$ cat src/rtl/lsu_axi_master_pkg.sv
// lsu_axi_master_pkg
// Shared definitions for the LSU-to-AXI data-side master:
//   - LSU access size encodings (BYTE/HALF/WORD)
//   - AXI response code OKAY, AXI AxSIZE encodings and the fixed AXI ID
//   - FSM state encoding (exposed on the top-level debug port)
//   - small helpers for alignment checking and AxSIZE generation
package lsu_axi_master_pkg;

  // LSU access sizes as carried on req_size
  localparam logic [1:0] SIZE_BYTE = 2'd0;
  localparam logic [1:0] SIZE_HALF = 2'd1;
  localparam logic [1:0] SIZE_WORD = 2'd2;

  // AXI response codes
  localparam logic [1:0] AXI_RESP_OKAY = 2'b00;

  // AXI AxSIZE encodings (bytes per beat = 2**AxSIZE)
  localparam logic [2:0] AXI_ADDR_SIZE_1 = 3'd0;
  localparam logic [2:0] AXI_ADDR_SIZE_2 = 3'd1;
  localparam logic [2:0] AXI_ADDR_SIZE_4 = 3'd2;

  // Transaction ID used by this master on the arbiter's data-side port
  localparam logic [3:0] AXI_ID = 4'd0;

  typedef enum logic [2:0] {
    ST_IDLE    = 3'd0,
    ST_RD_ADDR = 3'd1,
    ST_RD_DATA = 3'd2,
    ST_WR      = 3'd3,
    ST_WR_RESP = 3'd4,
    ST_RSP     = 3'd5
  } lsu_state_e;

  // Half needs addr[0]==0, word needs addr[1:0]==0; size 3 is never legal.
  function automatic logic is_misaligned(input logic [1:0] size, input logic [1:0] offset);
    logic mis;
    case (size)
      SIZE_BYTE: mis = 1'b0;
      SIZE_HALF: mis = offset[0];
      SIZE_WORD: mis = (offset != 2'b00);
      default:   mis = 1'b1;
    endcase
    return mis;
  endfunction

  // AxSIZE is the LSU size zero-extended to three bits.
  function automatic logic [2:0] axi_size(input logic [1:0] size);
    logic [2:0] sz;
    case (size)
      SIZE_BYTE: sz = AXI_ADDR_SIZE_1;
      SIZE_HALF: sz = AXI_ADDR_SIZE_2;
      SIZE_WORD: sz = AXI_ADDR_SIZE_4;
      default:   sz = {1'b0, size};
    endcase
    return sz;
  endfunction

endpackage

$ cat src/rtl/lsu_axi_master_if.sv
// lsu_axi_master_if
// Data-side AXI4 channels between lsu_axi_master and the AXI arbiter.
// Single beat only: burst length/type are supplied by the arbiter.
//   ar_*  read address   (master -> slave, ar_ready back)
//   r_*   read data      (slave -> master, r_ready back)
//   aw_*  write address  (master -> slave, aw_ready back)
//   w_*   write data     (master -> slave, w_ready back)
//   b_*   write response (slave -> master, b_ready back)
//
// Handshake rule for every channel: a transfer happens on a rising clock
// edge where both valid and ready are high. Once valid is raised it stays
// high, with its payload unchanged, until that transfer happens; ready may
// be raised or lowered at any time and never depends on valid falling.
interface lsu_axi_master_if #(
  parameter int ADDR_LEN = 32,
  parameter int DATA_LEN = 32
);
  logic [ADDR_LEN-1:0]   ar_addr;
  logic                  ar_valid;
  logic [2:0]            ar_size;
  logic                  ar_ready;

  logic [DATA_LEN-1:0]   r_data;
  logic [1:0]            r_resp;
  logic                  r_valid;
  logic                  r_ready;

  logic [ADDR_LEN-1:0]   aw_addr;
  logic                  aw_valid;
  logic [2:0]            aw_size;
  logic                  aw_ready;

  logic [DATA_LEN-1:0]   w_data;
  logic [DATA_LEN/8-1:0] w_strb;
  logic                  w_valid;
  logic                  w_ready;

  logic [1:0]            b_resp;
  logic                  b_valid;
  logic                  b_ready;

  modport master (
    output ar_addr, ar_valid, ar_size, input  ar_ready,
    input  r_data, r_resp, r_valid,    output r_ready,
    output aw_addr, aw_valid, aw_size, input  aw_ready,
    output w_data, w_strb, w_valid,    input  w_ready,
    input  b_resp, b_valid,            output b_ready
  );

  modport slave (
    input  ar_addr, ar_valid, ar_size, output ar_ready,
    output r_data, r_resp, r_valid,    input  r_ready,
    input  aw_addr, aw_valid, aw_size, output aw_ready,
    input  w_data, w_strb, w_valid,    output w_ready,
    output b_resp, b_valid,            input  b_ready
  );
endinterface

$ cat src/rtl/lsu_axi_align.sv
// lsu_axi_align
// Combinational lane steering for a 32-bit AXI data bus.
//   Write side: wr_data_in (right-aligned) shifted to its byte lane by
//               wr_offset, plus the matching byte strobe.
//   Read side:  rd_data_in shifted down by rd_offset, then byte/half
//               sign- or zero-extended (rd_unsigned); words pass through.
// Ports:
//   wr_offset, wr_size, wr_data_in  -> wr_data_out, wr_strb
//   rd_offset, rd_size, rd_unsigned, rd_data_in -> rd_data_out
module lsu_axi_align
  import lsu_axi_master_pkg::*;
#(
  parameter int DATA_LEN = 32
) (
  input  logic [1:0]            wr_offset,
  input  logic [1:0]            wr_size,
  input  logic [DATA_LEN-1:0]   wr_data_in,
  output logic [DATA_LEN-1:0]   wr_data_out,
  output logic [DATA_LEN/8-1:0] wr_strb,
  input  logic [1:0]            rd_offset,
  input  logic [1:0]            rd_size,
  input  logic                  rd_unsigned,
  input  logic [DATA_LEN-1:0]   rd_data_in,
  output logic [DATA_LEN-1:0]   rd_data_out
);

  logic [DATA_LEN/8-1:0] strb_base;
  logic [DATA_LEN-1:0]   rd_shifted;
  logic                  sign_bit;

  always_comb begin
    strb_base = '0;
    case (wr_size)
      SIZE_BYTE: strb_base[0]   = 1'b1;
      SIZE_HALF: strb_base[1:0] = 2'b11;
      default:   strb_base      = '1;
    endcase
    wr_data_out = wr_data_in << {wr_offset, 3'b000};
    wr_strb     = strb_base << wr_offset;
  end

  always_comb begin
    rd_shifted  = rd_data_in >> {rd_offset, 3'b000};
    sign_bit    = 1'b0;
    rd_data_out = rd_shifted;
    case (rd_size)
      SIZE_BYTE: begin
        sign_bit    = rd_shifted[7] & ~rd_unsigned;
        rd_data_out = {{(DATA_LEN-8){sign_bit}}, rd_shifted[7:0]};
      end
      SIZE_HALF: begin
        sign_bit    = rd_shifted[15] & ~rd_unsigned;
        rd_data_out = {{(DATA_LEN-16){sign_bit}}, rd_shifted[15:0]};
      end
      default: rd_data_out = rd_shifted;
    endcase
  end

endmodule

$ cat src/rtl/lsu_axi_master.sv
// lsu_axi_master
// Turns one LSU load/store request at a time into a single-beat AXI4 read
// or write on the arbiter's data-side port and returns an aligned,
// extended result to the LSU stage.
// Ports:
//   clock, reset       clock; synchronous active-high reset
//   req_*              LSU request (accepted on req_valid & req_ready)
//   rsp_*              one-cycle result pulse, load data, error flag
//   axi                lsu_axi_master_if.master (ar/r/aw/w/b channels)
//   state_dbg          current FSM state
//   perf_*_cnt         load/store/stall counters, present only when
//                      LSU_AXI_PERF_EN is defined
module lsu_axi_master
  import lsu_axi_master_pkg::*;
#(
  parameter int ADDR_LEN = 32,
  parameter int DATA_LEN = 32
) (
  input  logic                clock,
  input  logic                reset,
  input  logic                req_valid,
  output logic                req_ready,
  input  logic                req_we,
  input  logic [ADDR_LEN-1:0] req_addr,
  input  logic [1:0]          req_size,
  input  logic                req_unsigned,
  input  logic [DATA_LEN-1:0] req_wdata,
  output logic                rsp_valid,
  output logic [DATA_LEN-1:0] rsp_rdata,
  output logic                rsp_err,
  lsu_axi_master_if.master    axi,
  output lsu_state_e          state_dbg
`ifdef LSU_AXI_PERF_EN
  ,
  output logic [31:0]         perf_load_cnt,
  output logic [31:0]         perf_store_cnt,
  output logic [31:0]         perf_stall_cnt
`endif
);

  lsu_state_e            state_q, state_d;
  logic                  we_q;
  logic [ADDR_LEN-1:0]   addr_q;
  logic [1:0]            size_q;
  logic                  unsigned_q;
  logic [DATA_LEN-1:0]   wdata_q;
  logic [DATA_LEN/8-1:0] wstrb_q;
  logic                  aw_done_q, w_done_q;
  logic [DATA_LEN-1:0]   rdata_q;
  logic                  err_q;

  logic                  accept;
  logic                  misaligned;
  logic                  aw_valid_int, w_valid_int;
  logic                  aw_hs, w_hs;
  logic [DATA_LEN-1:0]   wr_aligned;
  logic [DATA_LEN/8-1:0] wr_strb;
  logic [DATA_LEN-1:0]   rd_extended;

  assign accept     = req_valid & req_ready;
  assign misaligned = is_misaligned(req_size, req_addr[1:0]);

  // Write lanes are computed from the live request and registered at accept;
  // read lanes use the latched offset/size against the returning r_data.
  lsu_axi_align #(.DATA_LEN(DATA_LEN)) u_align (
    .wr_offset   (req_addr[1:0]),
    .wr_size     (req_size),
    .wr_data_in  (req_wdata),
    .wr_data_out (wr_aligned),
    .wr_strb     (wr_strb),
    .rd_offset   (addr_q[1:0]),
    .rd_size     (size_q),
    .rd_unsigned (unsigned_q),
    .rd_data_in  (axi.r_data),
    .rd_data_out (rd_extended)
  );

  // AW and W are raised together; each falls on its own handshake so the
  // arbiter may take them in either order.
  assign aw_valid_int = (state_q == ST_WR) & ~aw_done_q;
  assign w_valid_int  = (state_q == ST_WR) & ~w_done_q;
  assign aw_hs        = aw_valid_int & axi.aw_ready;
  assign w_hs         = w_valid_int & axi.w_ready;

  // Outputs decoded from registered state
  assign req_ready    = (state_q == ST_IDLE);
  assign rsp_valid    = (state_q == ST_RSP);
  assign rsp_rdata    = rdata_q;
  assign rsp_err      = err_q;
  assign state_dbg    = state_q;

  assign axi.ar_valid = (state_q == ST_RD_ADDR);
  assign axi.ar_addr  = addr_q;
  assign axi.ar_size  = axi_size(size_q);
  assign axi.r_ready  = (state_q == ST_RD_DATA);
  assign axi.aw_valid = aw_valid_int;
  assign axi.aw_addr  = addr_q;
  assign axi.aw_size  = axi_size(size_q);
  assign axi.w_valid  = w_valid_int;
  assign axi.w_data   = wdata_q;
  assign axi.w_strb   = wstrb_q;
  assign axi.b_ready  = (state_q == ST_WR_RESP);

  always_comb begin
    state_d = state_q;
    case (state_q)
      ST_IDLE: begin
        if (req_valid) begin
          if (misaligned)  state_d = ST_RSP;
          else if (req_we) state_d = ST_WR;
          else             state_d = ST_RD_ADDR;
        end
      end
      ST_RD_ADDR: if (axi.ar_ready) state_d = ST_RD_DATA;
      ST_RD_DATA: if (axi.r_valid)  state_d = ST_RSP;
      ST_WR: begin
        if ((aw_done_q | aw_hs) & (w_done_q | w_hs)) state_d = ST_WR_RESP;
      end
      ST_WR_RESP: if (axi.b_valid)  state_d = ST_RSP;
      ST_RSP:     state_d = ST_IDLE;
      default:    state_d = ST_IDLE;
    endcase
  end

  always_ff @(posedge clock) begin
    if (reset) begin
      state_q    <= ST_IDLE;
      we_q       <= 1'b0;
      addr_q     <= '0;
      size_q     <= 2'b00;
      unsigned_q <= 1'b0;
      wdata_q    <= '0;
      wstrb_q    <= '0;
      aw_done_q  <= 1'b0;
      w_done_q   <= 1'b0;
      rdata_q    <= '0;
      err_q      <= 1'b0;
    end else begin
      state_q <= state_d;
      if (accept) begin
        we_q       <= req_we;
        addr_q     <= req_addr;
        size_q     <= req_size;
        unsigned_q <= req_unsigned;
        aw_done_q  <= 1'b0;
        w_done_q   <= 1'b0;
        // Stores and misaligned accesses report zero data; a misaligned
        // access is already known to be an error at accept.
        rdata_q    <= '0;
        err_q      <= misaligned;
        if (req_we & ~misaligned) begin
          wdata_q <= wr_aligned;
          wstrb_q <= wr_strb;
        end
      end
      if (aw_hs) aw_done_q <= 1'b1;
      if (w_hs)  w_done_q  <= 1'b1;
      if ((state_q == ST_RD_DATA) & axi.r_valid) begin
        rdata_q <= rd_extended;
        err_q   <= (axi.r_resp != AXI_RESP_OKAY);
      end
      if ((state_q == ST_WR_RESP) & axi.b_valid) begin
        err_q <= (axi.b_resp != AXI_RESP_OKAY);
      end
    end
  end

`ifdef LSU_AXI_PERF_EN
  // Counters wrap naturally at 2^32.
  always_ff @(posedge clock) begin
    if (reset) begin
      perf_load_cnt  <= '0;
      perf_store_cnt <= '0;
      perf_stall_cnt <= '0;
    end else begin
      if (state_q == ST_RSP) begin
        if (we_q) perf_store_cnt <= perf_store_cnt + 32'd1;
        else      perf_load_cnt  <= perf_load_cnt + 32'd1;
      end
      if ((state_q != ST_IDLE) && (state_q != ST_RSP)) begin
        perf_stall_cnt <= perf_stall_cnt + 32'd1;
      end
    end
  end
`endif

endmodule

$ cat src/flat_wrapper.sv
// flat-port wrapper written by rule: the top's interface ports become plain ports
module lsu_axi_master_flat import lsu_axi_master_pkg::*;
#(
  parameter int ADDR_LEN = 32,
  parameter int DATA_LEN = 32
)
  (clock, reset, req_valid, req_ready, req_we, req_addr, req_size, req_unsigned, req_wdata, rsp_valid, rsp_rdata, rsp_err, state_dbg, axi_ar_addr, axi_ar_valid, axi_ar_size, axi_ar_ready, axi_r_data, axi_r_resp, axi_r_valid, axi_r_ready, axi_aw_addr, axi_aw_valid, axi_aw_size, axi_aw_ready, axi_w_data, axi_w_strb, axi_w_valid, axi_w_ready, axi_b_resp, axi_b_valid, axi_b_ready);
  lsu_axi_master_if #(.ADDR_LEN(ADDR_LEN), .DATA_LEN(DATA_LEN)) axi_i ();
  input  logic clock;
  input  logic reset;
  input  logic req_valid;
  output logic req_ready;
  input  logic req_we;
  input  logic [ADDR_LEN-1:0] req_addr;
  input  logic [1:0] req_size;
  input  logic req_unsigned;
  input  logic [DATA_LEN-1:0] req_wdata;
  output logic rsp_valid;
  output logic [DATA_LEN-1:0] rsp_rdata;
  output logic rsp_err;
  output lsu_state_e state_dbg;
  output wire logic [$bits(axi_i.ar_addr)-1:0] axi_ar_addr;
  output wire logic [$bits(axi_i.ar_valid)-1:0] axi_ar_valid;
  output wire logic [$bits(axi_i.ar_size)-1:0] axi_ar_size;
  input wire logic [$bits(axi_i.ar_ready)-1:0] axi_ar_ready;
  input wire logic [$bits(axi_i.r_data)-1:0] axi_r_data;
  input wire logic [$bits(axi_i.r_resp)-1:0] axi_r_resp;
  input wire logic [$bits(axi_i.r_valid)-1:0] axi_r_valid;
  output wire logic [$bits(axi_i.r_ready)-1:0] axi_r_ready;
  output wire logic [$bits(axi_i.aw_addr)-1:0] axi_aw_addr;
  output wire logic [$bits(axi_i.aw_valid)-1:0] axi_aw_valid;
  output wire logic [$bits(axi_i.aw_size)-1:0] axi_aw_size;
  input wire logic [$bits(axi_i.aw_ready)-1:0] axi_aw_ready;
  output wire logic [$bits(axi_i.w_data)-1:0] axi_w_data;
  output wire logic [$bits(axi_i.w_strb)-1:0] axi_w_strb;
  output wire logic [$bits(axi_i.w_valid)-1:0] axi_w_valid;
  input wire logic [$bits(axi_i.w_ready)-1:0] axi_w_ready;
  input wire logic [$bits(axi_i.b_resp)-1:0] axi_b_resp;
  input wire logic [$bits(axi_i.b_valid)-1:0] axi_b_valid;
  output wire logic [$bits(axi_i.b_ready)-1:0] axi_b_ready;
  assign axi_ar_addr = axi_i.ar_addr;
  assign axi_ar_valid = axi_i.ar_valid;
  assign axi_ar_size = axi_i.ar_size;
  assign axi_i.ar_ready = axi_ar_ready;
  assign axi_i.r_data = axi_r_data;
  assign axi_i.r_resp = axi_r_resp;
  assign axi_i.r_valid = axi_r_valid;
  assign axi_r_ready = axi_i.r_ready;
  assign axi_aw_addr = axi_i.aw_addr;
  assign axi_aw_valid = axi_i.aw_valid;
  assign axi_aw_size = axi_i.aw_size;
  assign axi_i.aw_ready = axi_aw_ready;
  assign axi_w_data = axi_i.w_data;
  assign axi_w_strb = axi_i.w_strb;
  assign axi_w_valid = axi_i.w_valid;
  assign axi_i.w_ready = axi_w_ready;
  assign axi_i.b_resp = axi_b_resp;
  assign axi_i.b_valid = axi_b_valid;
  assign axi_b_ready = axi_i.b_ready;
  lsu_axi_master #(.ADDR_LEN(ADDR_LEN), .DATA_LEN(DATA_LEN)) u_core (.clock(clock), .reset(reset), .req_valid(req_valid), .req_ready(req_ready), .req_we(req_we), .req_addr(req_addr), .req_size(req_size), .req_unsigned(req_unsigned), .req_wdata(req_wdata), .rsp_valid(rsp_valid), .rsp_rdata(rsp_rdata), .rsp_err(rsp_err), .axi(axi_i), .state_dbg(state_dbg));
endmodule
$ cat config.mk
export PLATFORM = sky130hd
export DESIGN_NAME = lsu_axi_master_flat
export DESIGN_NICKNAME = d
export VERILOG_FILES = /design/src/rtl/lsu_axi_master_pkg.sv /design/src/rtl/lsu_axi_master_if.sv /design/src/rtl/lsu_axi_align.sv /design/src/rtl/lsu_axi_master.sv /design/src/flat_wrapper.sv
export SDC_FILE = /design/constraint.sdc
export NUM_CORES = 1
export LEC_CHECK = 0
export ABC_AREA = 1
export CAP_MARGIN = 20
export CORE_MARGIN = 2
export CORE_UTILIZATION = 45
export DETAILED_ROUTE_END_ITERATION = 8
export PLACE_DENSITY = 0.85
export SLEW_MARGIN = 0
export SYNTH_ARGS = -nofsm -noshare
export SYNTH_HDL_FRONTEND = slang
export SYNTH_SLANG_ARGS = --single-unit
export TNS_END_PERCENT = 5
$ cat constraint.sdc
create_clock -name clock -period 4.04 [get_ports clock]
set_input_delay 0.808 -clock clock [delete_from_list [all_inputs] [get_ports clock]]
set_output_delay 0.808 -clock clock [all_outputs]
set_load 0.05 [all_outputs]
==> qor.json, run 1 <==
{
  "power.share.clock": {"value": 0.216},
  "switchingPower": {"value": 2.28, "unit": "mW"},
  "cts_made_buffers": {"value": 9},
  "critical_path.startpoint": {"value": "req_addr[0]"},
  "power_frac_comb": {"value": 0.504},
  "routed_len_inst": {"value": 15.8, "unit": "µm"},
  "intPower": {"value": 2.70, "unit": "mW"},
  "final_layout_size_suffix_gt1_frac": {"value": 0.0416},
  "grt_setup_unrepaired": {"value": "no"},
  "cp_cell_sequence": {"value": "clkdlybuf4s50_1, inv_2, nand2_1, nand3_2, nand3_4, inv_2, o21ai_0, a21oi_1"},
  "gr-usage-all-layers": {"value": 0.265},
  "async_set_reset_flop_share_out_of_synthesis": {"value": 0},
  "syn-cell-area": {"value": 5530, "unit": "µm²"},
  "yosys.area.top_type": {"value": "sky130_fd_sc_hd__dfxtp_1"},
  "power_density": {"value": 612, "unit": "nW/µm²"},
  "die_width": {"value": 115, "unit": "µm"},
  "synth_top_cell_area_share": {"value": 0.394},
  "detailed_route_wirelength_on_metal2": {"value": 8700, "unit": "µm"},
  "timing.critical_path.fanout_max": {"value": 40},
  "dpl_cell_area": {"value": 7770, "unit": "µm²"},
  "setup-tns-final": {"value": 0, "unit": "ns"},
  "yosysMostFrequentCell": {"value": "sky130_fd_sc_hd__nand2_1"},
  "worstPathRequired": {"value": 4.30, "unit": "ns"},
  "critPathMaxStageDelay": {"value": 0.68, "unit": "ns"},
  "stdcell_count": {"value": 1156},
  "areaGrowthSynthToFinish": {"value": 47.0, "unit": "%"},
  "via_count_of_the_first_global_routing_pass": {"value": 5595},
  "diodes": {"value": 0},
  "ys_seq_elements": {"value": 109},
  "placementRows": {"value": 40},
  "met3_wirelength": {"value": 1410, "unit": "µm"},
  "netlist_instances": {"value": 821},
  "synth-edff-count": {"value": 0},
  "synth_compound_gate_area_share": {"value": 0.207},
  "cts_repair_resize_count": {"value": 0},
  "yosys-top-cells-count": {"value": "sky130_fd_sc_hd__nand2_1 (279), sky130_fd_sc_hd__a21oi_1 (141), sky130_fd_sc_hd__dfxtp_1 (109)"},
  "die_area": {"value": 13200, "unit": "µm²"},
  "holdPathStages": {"value": 2},
  "core_area": {"value": 12000, "unit": "µm²"},
  "slew_violations": {"value": 0},
  "dr.first_iter.drc_count": {"value": 543},
  "start_util": {"value": 0.461},
  "largest_net_degree_at_the_start_of_global_routing": {"value": 65},
  "cts_root_buf": {"value": "sky130_fd_sc_hd__clkbuf_16"},
  "timing.critical_path.from_type": {"value": "input port"},
  "synth_cell_types": {"value": 30},
  "peakVddDrop": {"value": 0.538, "unit": "mV"},
  "total_power": {"value": 4.98, "unit": "mW"},
  "place.gp.congestion": {"value": 0.921},
  "drtAntennaViolNets": {"value": 0},
  "critical_path.n_buffers_inverters": {"value": 3},
  "clock_tree.buffer_depth": {"value": 2},
  "ctsHtreeMaxLevel": {"value": 3},
  "critPathSlowestCell": {"value": "sky130_fd_sc_hd__clkdlybuf4s50_1"},
  "port_buffers": {"value": 258},
  "p_seq_frac": {"value": 0.280},
  "grt-ovfl-total": {"value": 0},
  "clock-sinks": {"value": 109},
  "synthMuxAreaShare": {"value": 0},
  "postCtsSetupRepairBufs": {"value": 0},
  "remaining_drc_errors": {"value": 0},
  "timing.max_cap.violations": {"value": 0},
  "clock_insertion_delay_worst_skew": {"value": 0.34, "unit": "ns"},
  "yosys_warn_count": {"value": 0},
  "maxSlewHeadroom": {"value": 0.540},
  "hold_viol_final": {"value": 0},
  "grt_first_pass_wirelength": {"value": 27900, "unit": "µm"},
  "timing.clock.skew": {"value": 0.00878, "unit": "ns"},
  "slew_at_the_pin_closest_to_its_max_slew_limit": {"value": 0.690, "unit": "ns"},
  "synthFlopType": {"value": "sky130_fd_sc_hd__dfxtp_1"},
  "total_leakage_power": {"value": 3.11, "unit": "nW"},
  "final_design_area_no_fill": {"value": 8140, "unit": "µm²"},
  "route.final.wire_length": {"value": 18200, "unit": "µm"},
  "main_area_contributors_after_synthesis": {"value": "sky130_fd_sc_hd__dfxtp_1 (39%), sky130_fd_sc_hd__nand2_1 (19%), sky130_fd_sc_hd__a21oi_1 (13%)"},
  "drt_pass1_iterations": {"value": 5},
  "finalCritPeriodShare": {"value": 0.788},
  "highest-signal-layer": {"value": "met4"},
  "power.switching_fraction": {"value": 0.458},
  "detail_route.vias_per_cell": {"value": 5.25},
  "critPathMostFrequentCell": {"value": "sky130_fd_sc_hd__inv_2"},
  "setup_viol": {"value": 0},
  "run_status": {"value": "finished, final reports clean"},
  "dp.final_hpwl": {"value": 13200, "unit": "µm"},
  "layout.filler_cells": {"value": 1016},
  "wl_met1": {"value": 7700, "unit": "µm"},
  "synth-seq-area-share": {"value": 0.394},
  "tritoncts": {"value": "done"},
  "critical_path_class": {"value": "input port to flop"},
  "fmax": {"value": 0.314, "unit": "GHz"},
  "cts-hold-fix-buffers": {"value": 0},
  "tmin_final": {"value": 3.18, "unit": "ns"},
  "synth_xor_xnor_area_share": {"value": 0},
  "critical_path.endpoint_type": {"value": "flop"},
  "holdCritPathClass": {"value": "flop to flop"},
  "crit_cells": {"value": 8},
  "final_nets": {"value": 1117},
  "clk_transition_reported_paths": {"value": 0.07, "unit": "ns"},
  "regToRegStartpoint": {"value": "u_core.state_dbg[1]$_SDFFE_PP0P_"},
  "cp_data_arrival_time": {"value": 3.44, "unit": "ns"},
  "reg2reg_depth": {"value": 7},
  "min-delay-start": {"value": "u_core.axi.w_data[13]$_SDFFE_PP0P_"},
  "floorplan.die.height": {"value": 115, "unit": "µm"},
  "synth_simple_gate_area_frac": {"value": 0.263},
  "worst_path_dominant_cell_family": {"value": "buffers and inverters"},
  "ports": {"value": 261},
  "numPlacedInstances": {"value": 1141},
  "antenna_found_initial": {"value": 0},
  "postSynthAreaPerCell": {"value": 6.74, "unit": "µm²"},
  "post_synth_fa_ha_maj_area_fraction": {"value": 0},
  "largest_family_of_logic_cells_by_synthesized_area": {"value": "simple AND/OR/NAND/NOR gates"},
  "route.vias.total": {"value": 6069}
}
cell type report:
| type | count | area, µm² | area share |
|---|---|---|---|
| flip-flops and latches | 109 | 2180 | 0.268 |
| repair buffers | 264 | 2630 | 0.323 |
| inverters | 47 | 178 | 0.0218 |
| multi-input cells | 574 | 2600 | 0.320 |
| well taps | 147 | 184 | 0.0226 |
| clock buffers | 11 | 243 | 0.0298 |
| clock inverters | 4 | 120 | 0.0148 |
metrics by stage:
step	worst slack, ns	hold WS, ns	util
after floorplan	1.27	0.458	-
after global placement	0.622	0.452	0.647
after detailed placement	0.553	0.455	0.647
after CTS	0.901	0.465	0.677
after global routing	0.611	0.485	0.677
final	0.857	0.465	0.677
sequential cells by signal (all words and copies together) (netlist names):
register,cells
u_core.axi.ar_addr,32
u_core.axi.w_data,32
u_core.rsp_rdata,32
u_core.axi.w_strb,4
u_core.state_dbg,3
u_core.size_q,2
u_core.aw_done_q,1
u_core.rsp_err,1
u_core.unsigned_q,1
u_core.w_done_q,1
worst paths after layout:
| check | end | slack, ns |
|---|---|---|
| setup / recovery | u_core.axi.w_data[31]$_SDFFE_PP0P_ | 0.86 |
| hold / removal | u_core.axi.w_data[13]$_SDFFE_PP0P_ | 0.46 |
| setup reg to reg | u_core.axi.w_data[31]$_SDFFE_PP0P_ | 1.81 |
| hold reg to reg | u_core.axi.w_data[13]$_SDFFE_PP0P_ | 0.46 |
placed cells by master, fill, tap and decap left out, types with 3 or more instances in the layout:
| cell type | n |
|---|---|
| sky130_fd_sc_hd__nand2_1 | 279 |
| sky130_fd_sc_hd__clkdlybuf4s50_1 | 257 |
| sky130_fd_sc_hd__a21oi_1 | 141 |
| sky130_fd_sc_hd__dfxtp_1 | 109 |
| sky130_fd_sc_hd__o21ai_0 | 56 |
| sky130_fd_sc_hd__inv_1 | 37 |
| sky130_fd_sc_hd__nor2_1 | 32 |
| sky130_fd_sc_hd__nand3_1 | 25 |
| sky130_fd_sc_hd__o211ai_1 | 18 |
| sky130_fd_sc_hd__inv_2 | 9 |
| sky130_fd_sc_hd__clkbuf_16 | 9 |
| sky130_fd_sc_hd__buf_4 | 7 |
| sky130_fd_sc_hd__bufinv_16 | 4 |
| sky130_fd_sc_hd__nor3_1 | 3 |
| sky130_fd_sc_hd__or2_0 | 3 |
power by group through the flow:
| stage | Clock, mW | Combinational, mW | Sequential [mW] |
|---|---|---|---|
| 3_3_place_gp | 0 | 2.49 | 1.41 |
| 2_1_floorplan | 0 | 1.40 | 1.86 |
| 5_1_grt | 1.12 | 2.68 | 1.42 |
| 6_report | 1.07 | 2.51 | 1.40 |
| 4_1_cts | 1.08 | 2.51 | 1.40 |
| 3_5_place_dp | 0 | 2.50 | 1.42 |
cells by family after synthesis:
group | count (synthesis)
AOI/OAI and AO/OA | 218
buffers and inverters | 139
other | 1
DFF | 109
and+or+nand+nor | 354
per-layer routing:
metal,track usage,vias to the layer above
met3,0.0527,38
met4,0.0948,0
met2,0.444,289
met5,0,-
met1,0.339,2752
li1,-,2990
tightest hold or removal path, stage by stage, from the launching register on:
cell and delay [ns]:
sky130_fd_sc_hd__dfxtp_1 0.31, sky130_fd_sc_hd__nand2_1 0.06, sky130_fd_sc_hd__a21oi_1 0.05
Power figures use the tool's default switching activity.
==> run 2: changes to the inputs <==
Settings changed: CORE_UTILIZATION 45 to 42, PLACE_DENSITY 0.85 to 0.8.
Clock period 4.04 ns to 3.1 ns, I/O delays scaled along.
==> qor.json, run 2 (synthesis results as in run 1) <==
{
  "clock_tree.buffer_depth": {"value": 2},
  "place.gp.congestion": {"value": 0.893},
  "finalCritPeriodShare": {"value": 0.895},
  "route.final.wire_length": {"value": 18400, "unit": "µm"},
  "dp.final_hpwl": {"value": 13400, "unit": "µm"},
  "tritoncts": {"value": "done"},
  "clock_insertion_delay_worst_skew": {"value": 0.35, "unit": "ns"},
  "final_layout_size_suffix_gt1_frac": {"value": 0.0443},
  "timing.max_cap.violations": {"value": 0},
  "grt-ovfl-total": {"value": 0},
  "final_cell_mix": {"value": "sky130_fd_sc_hd__nand2_1 (279), sky130_fd_sc_hd__clkdlybuf4s50_1 (257), sky130_fd_sc_hd__a21oi_1 (141)"},
  "routed_len_inst": {"value": 15.5, "unit": "µm"},
  "cts_repair_resize_count": {"value": 0},
  "holdCritPathClass": {"value": "flop to flop"},
  "power_density": {"value": 763, "unit": "nW/µm²"},
  "remaining_drc_errors": {"value": 0},
  "largest_net_degree_at_the_start_of_global_routing": {"value": 62},
  "timing.critical_path.from_type": {"value": "flop"},
  "power.share.clock": {"value": 0.174},
  "port_buffers": {"value": 258},
  "slew_violations": {"value": 0},
  "hold_viol_final": {"value": 0},
  "setup-tns-final": {"value": 0, "unit": "ns"},
  "power_frac_comb": {"value": 0.541},
  "critical_path_class": {"value": "flop to output port"},
  "dr.first_iter.drc_count": {"value": 635},
  "drtAntennaViolNets": {"value": 0},
  "gr-usage-all-layers": {"value": 0.255},
  "peakVddDrop": {"value": 0.559, "unit": "mV"},
  "timing.clock.skew": {"value": 0.00667, "unit": "ns"},
  "clock-sinks": {"value": 109},
  "antenna_found_initial": {"value": 0},
  "ports": {"value": 261},
  "die_area": {"value": 14100, "unit": "µm²"},
  "maxSlewHeadroom": {"value": 0.602},
  "power.switching_fraction": {"value": 0.479},
  "cts_root_buf": {"value": "sky130_fd_sc_hd__clkbuf_16"},
  "critical_path.endpoint_type": {"value": "output port"},
  "route.vias.total": {"value": 6029},
  "switchingPower": {"value": 2.97, "unit": "mW"},
  "cts_made_buffers": {"value": 9},
  "ctsHtreeMaxLevel": {"value": 3},
  "grt_first_pass_wirelength": {"value": 28700, "unit": "µm"},
  "grt_setup_unrepaired": {"value": "no"},
  "detail_route.vias_per_cell": {"value": 5.07},
  "worstPathRequired": {"value": 2.48, "unit": "ns"},
  "p_seq_frac": {"value": 0.285},
  "slew_at_the_pin_closest_to_its_max_slew_limit": {"value": 0.596, "unit": "ns"},
  "final_nets": {"value": 1122},
  "placementRows": {"value": 41},
  "clk_transition_reported_paths": {"value": 0.07, "unit": "ns"},
  "layout.cells.most_common": {"value": "sky130_fd_sc_hd__nand2_1"},
  "areaGrowthSynthToFinish": {"value": 46.9, "unit": "%"},
  "fin_util": {"value": 0.639},
  "timing.critical_path.fanout_max": {"value": 4},
  "run_status": {"value": "finished, final reports clean"},
  "core_area": {"value": 12700, "unit": "µm²"},
  "tmin_final": {"value": 2.77, "unit": "ns"},
  "setup_viol": {"value": 0},
  "drt_pass1_iterations": {"value": 7},
  "floorplan.die.height": {"value": 119, "unit": "µm"},
  "intPower": {"value": 3.23, "unit": "mW"},
  "cp_data_arrival_time": {"value": 2.15, "unit": "ns"},
  "total_leakage_power": {"value": 3.10, "unit": "nW"},
  "start_util": {"value": 0.435},
  "postCtsSetupRepairBufs": {"value": 0},
  "die_width": {"value": 119, "unit": "µm"},
  "via_count_of_the_first_global_routing_pass": {"value": 5483},
  "fmax": {"value": 0.361, "unit": "GHz"},
  "cts-hold-fix-buffers": {"value": 0}
}
## run 2: cell types whose count changed in the layout (fill, tap and decap cells not counted)
cell,before,now
sky130_fd_sc_hd__clkbuf_1,1,4
sky130_fd_sc_hd__clkbuf_8,1,2
sky130_fd_sc_hd__diode_2,0,1
sky130_fd_sc_hd__buf_12,0,1
sky130_fd_sc_hd__clkinv_2,1,2
sky130_fd_sc_hd__buf_4,7,11
sky130_fd_sc_hd__bufinv_16,4,0
## run 2: power groups by stage
stage	logic, mW	registers (mW)	clock network [mW]
finish	3.36	1.77	1.08
global route	3.59	1.79	1.17
CTS	3.36	1.77	1.11
detailed placement	3.35	1.79	0
global placement	3.34	1.79	0
floorplan	1.83	2.42	0
## run 2: critical path, stage by stage, from the launching register on
cell	delay [ns]
sky130_fd_sc_hd__dfxtp_1	0.44
sky130_fd_sc_hd__inv_2	0.08
sky130_fd_sc_hd__nor3_1	0.38
sky130_fd_sc_hd__clkdlybuf4s50_1	0.91
## run 2: layout make-up
| type | instances | area (µm²) |
|---|---|---|
| fillers | 1157 | 4590 |
| repair buffers | 269 | 2680 |
| multi-input cells | 574 | 2600 |
| flip-flops and latches | 109 | 2180 |
| clock buffers | 15 | 268 |
| well taps | 172 | 215 |
| inverters | 47 | 178 |
| clock inverters | 1 | 5.00 |
| diodes | 1 | 2.50 |
## run 2: through the flow
stage	hold slack, ns	instance area (µm²)	setup WS (ns)	std cells	power [mW]
after floorplan	0.458	5540	0.466	822	4.25
after global placement	0.452	7850	0.238	1171	5.14
after detailed placement	0.454	7850	0.195	1171	5.14
after CTS	0.464	8130	0.299	1187	6.24
after global routing	0.481	8130	0.193	1187	6.55
final	0.463	8130	0.326	1188	6.20
## run 2: routing by layer
| layer | routed length, µm | share of wire | track usage |
|---|---|---|---|
| met5 | 0 | 0 | 0 |
| met2 | 8440 | 0.46 | 0.403 |
| met3 | 1720 | 0.093 | 0.0632 |
| met1 | 7720 | 0.42 | 0.328 |
| met4 | 563 | 0.031 | 0.115 |
## run 2: path summary, 6_finish.rpt
path                                                        start  cells past startpoint                            endpoint  slack [ns]
worst min register to register  u_core.rsp_rdata[21]$_SDFFE_PP0P_                      2   u_core.rsp_rdata[21]$_SDFFE_PP0P_        0.46
worst max register to register   u_core.state_dbg[1]$_SDFFE_PP0P_                      7  u_core.axi.w_data[31]$_SDFFE_PP0P_        1.12
worst max-delay path             u_core.state_dbg[0]$_SDFFE_PP0P_                      3                        axi_ar_valid        0.33
worst min-delay path            u_core.rsp_rdata[21]$_SDFFE_PP0P_                      2   u_core.rsp_rdata[21]$_SDFFE_PP0P_        0.46
==> run 3: changes to the inputs <==
Settings changed: ABC_CLOCK_PERIOD_IN_PS set to 3100, CORE_MARGIN 2 to 4, PLACE_DENSITY 0.8 to 0.89.
==> qor.json, run 3 (synthesis results as in run 1) <==
{
  "holdCritPathClass": {"value": "flop to flop"},
  "route.final.wire_length": {"value": 18900, "unit": "µm"},
  "detail_route.vias_per_cell": {"value": 5.08},
  "placementRows": {"value": 41},
  "worst_hold_slack": {"value": 0.467, "unit": "ns"},
  "grt-ovfl-total": {"value": 0},
  "gr-usage-all-layers": {"value": 0.243},
  "peakVddDrop": {"value": 0.577, "unit": "mV"},
  "routed_len_inst": {"value": 15.9, "unit": "µm"},
  "core_area": {"value": 12800, "unit": "µm²"},
  "remaining_drc_errors": {"value": 0},
  "dpl_cell_area": {"value": 7860, "unit": "µm²"},
  "postCtsSetupRepairBufs": {"value": 0},
  "setup-tns-final": {"value": 0, "unit": "ns"},
  "ports": {"value": 261},
  "timing.critical_path.fanout_max": {"value": 4},
  "place.gp.congestion": {"value": 0.907},
  "critical_path.endpoint_type": {"value": "output port"},
  "cts_made_buffers": {"value": 9},
  "cp_data_arrival_time": {"value": 2.07, "unit": "ns"},
  "clock_insertion_delay_worst_skew": {"value": 0.35, "unit": "ns"},
  "ctsHtreeMaxLevel": {"value": 3},
  "tritoncts": {"value": "done"},
  "clock-sinks": {"value": 109},
  "numPlacedInstances": {"value": 1174},
  "worstPathRequired": {"value": 2.48, "unit": "ns"},
  "areaGrowthSynthToFinish": {"value": 48.0, "unit": "%"},
  "hold_viol_final": {"value": 0},
  "drt_pass1_iterations": {"value": 5},
  "timing.critical_path.from_type": {"value": "flop"},
  "total_power": {"value": 6.40, "unit": "mW"},
  "cts-hold-fix-buffers": {"value": 0},
  "die_area": {"value": 15100, "unit": "µm²"},
  "final_layout_size_suffix_gt1_frac": {"value": 0.0511},
  "start_util": {"value": 0.433},
  "diodes": {"value": 0},
  "timing.clock.skew": {"value": 0.00723, "unit": "ns"},
  "grt_first_pass_wirelength": {"value": 29000, "unit": "µm"},
  "grt_setup_unrepaired": {"value": "no"},
  "cts_root_buf": {"value": "sky130_fd_sc_hd__clkbuf_16"},
  "run_status": {"value": "finished, final reports clean"},
  "floorplan.die.height": {"value": 123, "unit": "µm"},
  "critical_path_class": {"value": "flop to output port"},
  "final_cell_mix": {"value": "sky130_fd_sc_hd__nand2_1 (279), sky130_fd_sc_hd__clkdlybuf4s50_1 (257), sky130_fd_sc_hd__a21oi_1 (141)"},
  "slew_violations": {"value": 0},
  "total_leakage_power": {"value": 3.13, "unit": "nW"},
  "cts_repair_resize_count": {"value": 0},
  "layout.cells.most_common": {"value": "sky130_fd_sc_hd__nand2_1"},
  "finalCritPeriodShare": {"value": 0.867},
  "drtAntennaViolNets": {"value": 0},
  "route.vias.total": {"value": 6046},
  "port_buffers": {"value": 258},
  "clk_transition_reported_paths": {"value": 0.07, "unit": "ns"},
  "largest_net_degree_at_the_start_of_global_routing": {"value": 42},
  "timing.max_cap.violations": {"value": 0},
  "via_count_of_the_first_global_routing_pass": {"value": 5731},
  "setup_viol": {"value": 0},
  "power_density": {"value": 781, "unit": "nW/µm²"},
  "final_nets": {"value": 1125},
  "stdcell_count": {"value": 1190},
  "maxSlewHeadroom": {"value": 0.597},
  "antenna_found_initial": {"value": 0},
  "dp.final_hpwl": {"value": 13900, "unit": "µm"},
  "clock_tree.buffer_depth": {"value": 2},
  "dr.first_iter.drc_count": {"value": 519},
  "die_width": {"value": 123, "unit": "µm"},
  "tmin_final": {"value": 2.69, "unit": "ns"},
  "final_design_area_no_fill": {"value": 8190, "unit": "µm²"},
  "slew_at_the_pin_closest_to_its_max_slew_limit": {"value": 0.603, "unit": "ns"},
  "fmax": {"value": 0.372, "unit": "GHz"}
}
==> run 3: layout make-up <==
cell class	instances	area (µm²)
Tap cell	172	215
Multi-Input combinational cell	574	2600
Clock inverter	6	86.3
Inverter	47	178
Sequential cell	109	2180
Fill cell	1093	4580
Timing Repair Buffer	272	2690
Clock buffer	10	239
==> run 3: path summary, 6_finish.rpt <==
kind / start / to / slack, ns / cells after the start
setup reg to reg: u_core.state_dbg[1]$_SDFFE_PP0P_ / u_core.rsp_err$_SDFFE_PP0P_ / 1.17 / 8
hold / removal: u_core.rsp_rdata[30]$_SDFFE_PP0P_ / u_core.rsp_rdata[30]$_SDFFE_PP0P_ / 0.47 / 2
setup / recovery: u_core.state_dbg[0]$_SDFFE_PP0P_ / axi_ar_valid / 0.41 / 3
hold reg to reg: u_core.rsp_rdata[30]$_SDFFE_PP0P_ / u_core.rsp_rdata[30]$_SDFFE_PP0P_ / 0.47 / 2
==> run 3: metrics by stage <==
| stage | util | setup slack (ns) |
|---|---|---|
| 3_3_place_gp | 0.616 | 0.537 |
| 4_1_cts | 0.641 | 0.390 |
| 2_1_floorplan | - | 0.466 |
| 5_1_grt | 0.641 | 0.292 |
| 3_5_place_dp | 0.616 | 0.464 |
| 6_report | 0.641 | 0.413 |
==> run 3: worst max-delay path: stages (launching register included) <==
cell                              delay [ns]
sky130_fd_sc_hd__dfxtp_1                0.44
sky130_fd_sc_hd__inv_2                  0.09
sky130_fd_sc_hd__nor3_1                 0.27
sky130_fd_sc_hd__clkdlybuf4s50_1        0.92
==> run 3: power breakdown <==
part / internal (mW) / switching, mW / total, mW
logic: 1.05 / 2.32 / 3.37
registers: 1.60 / 0.172 / 1.78
clock network: 0.729 / 0.525 / 1.25
==> run 3: metal layers <==
layer  GRT usage  routed length (µm)  share of wire  vias up
met5           0                   0              0        -
met4       0.100                 583          0.031        0
met3      0.0590                1810          0.096       37
met2       0.406                8970           0.47      286
met1       0.299                7550           0.40     2715
li1            -                   -              -     3008
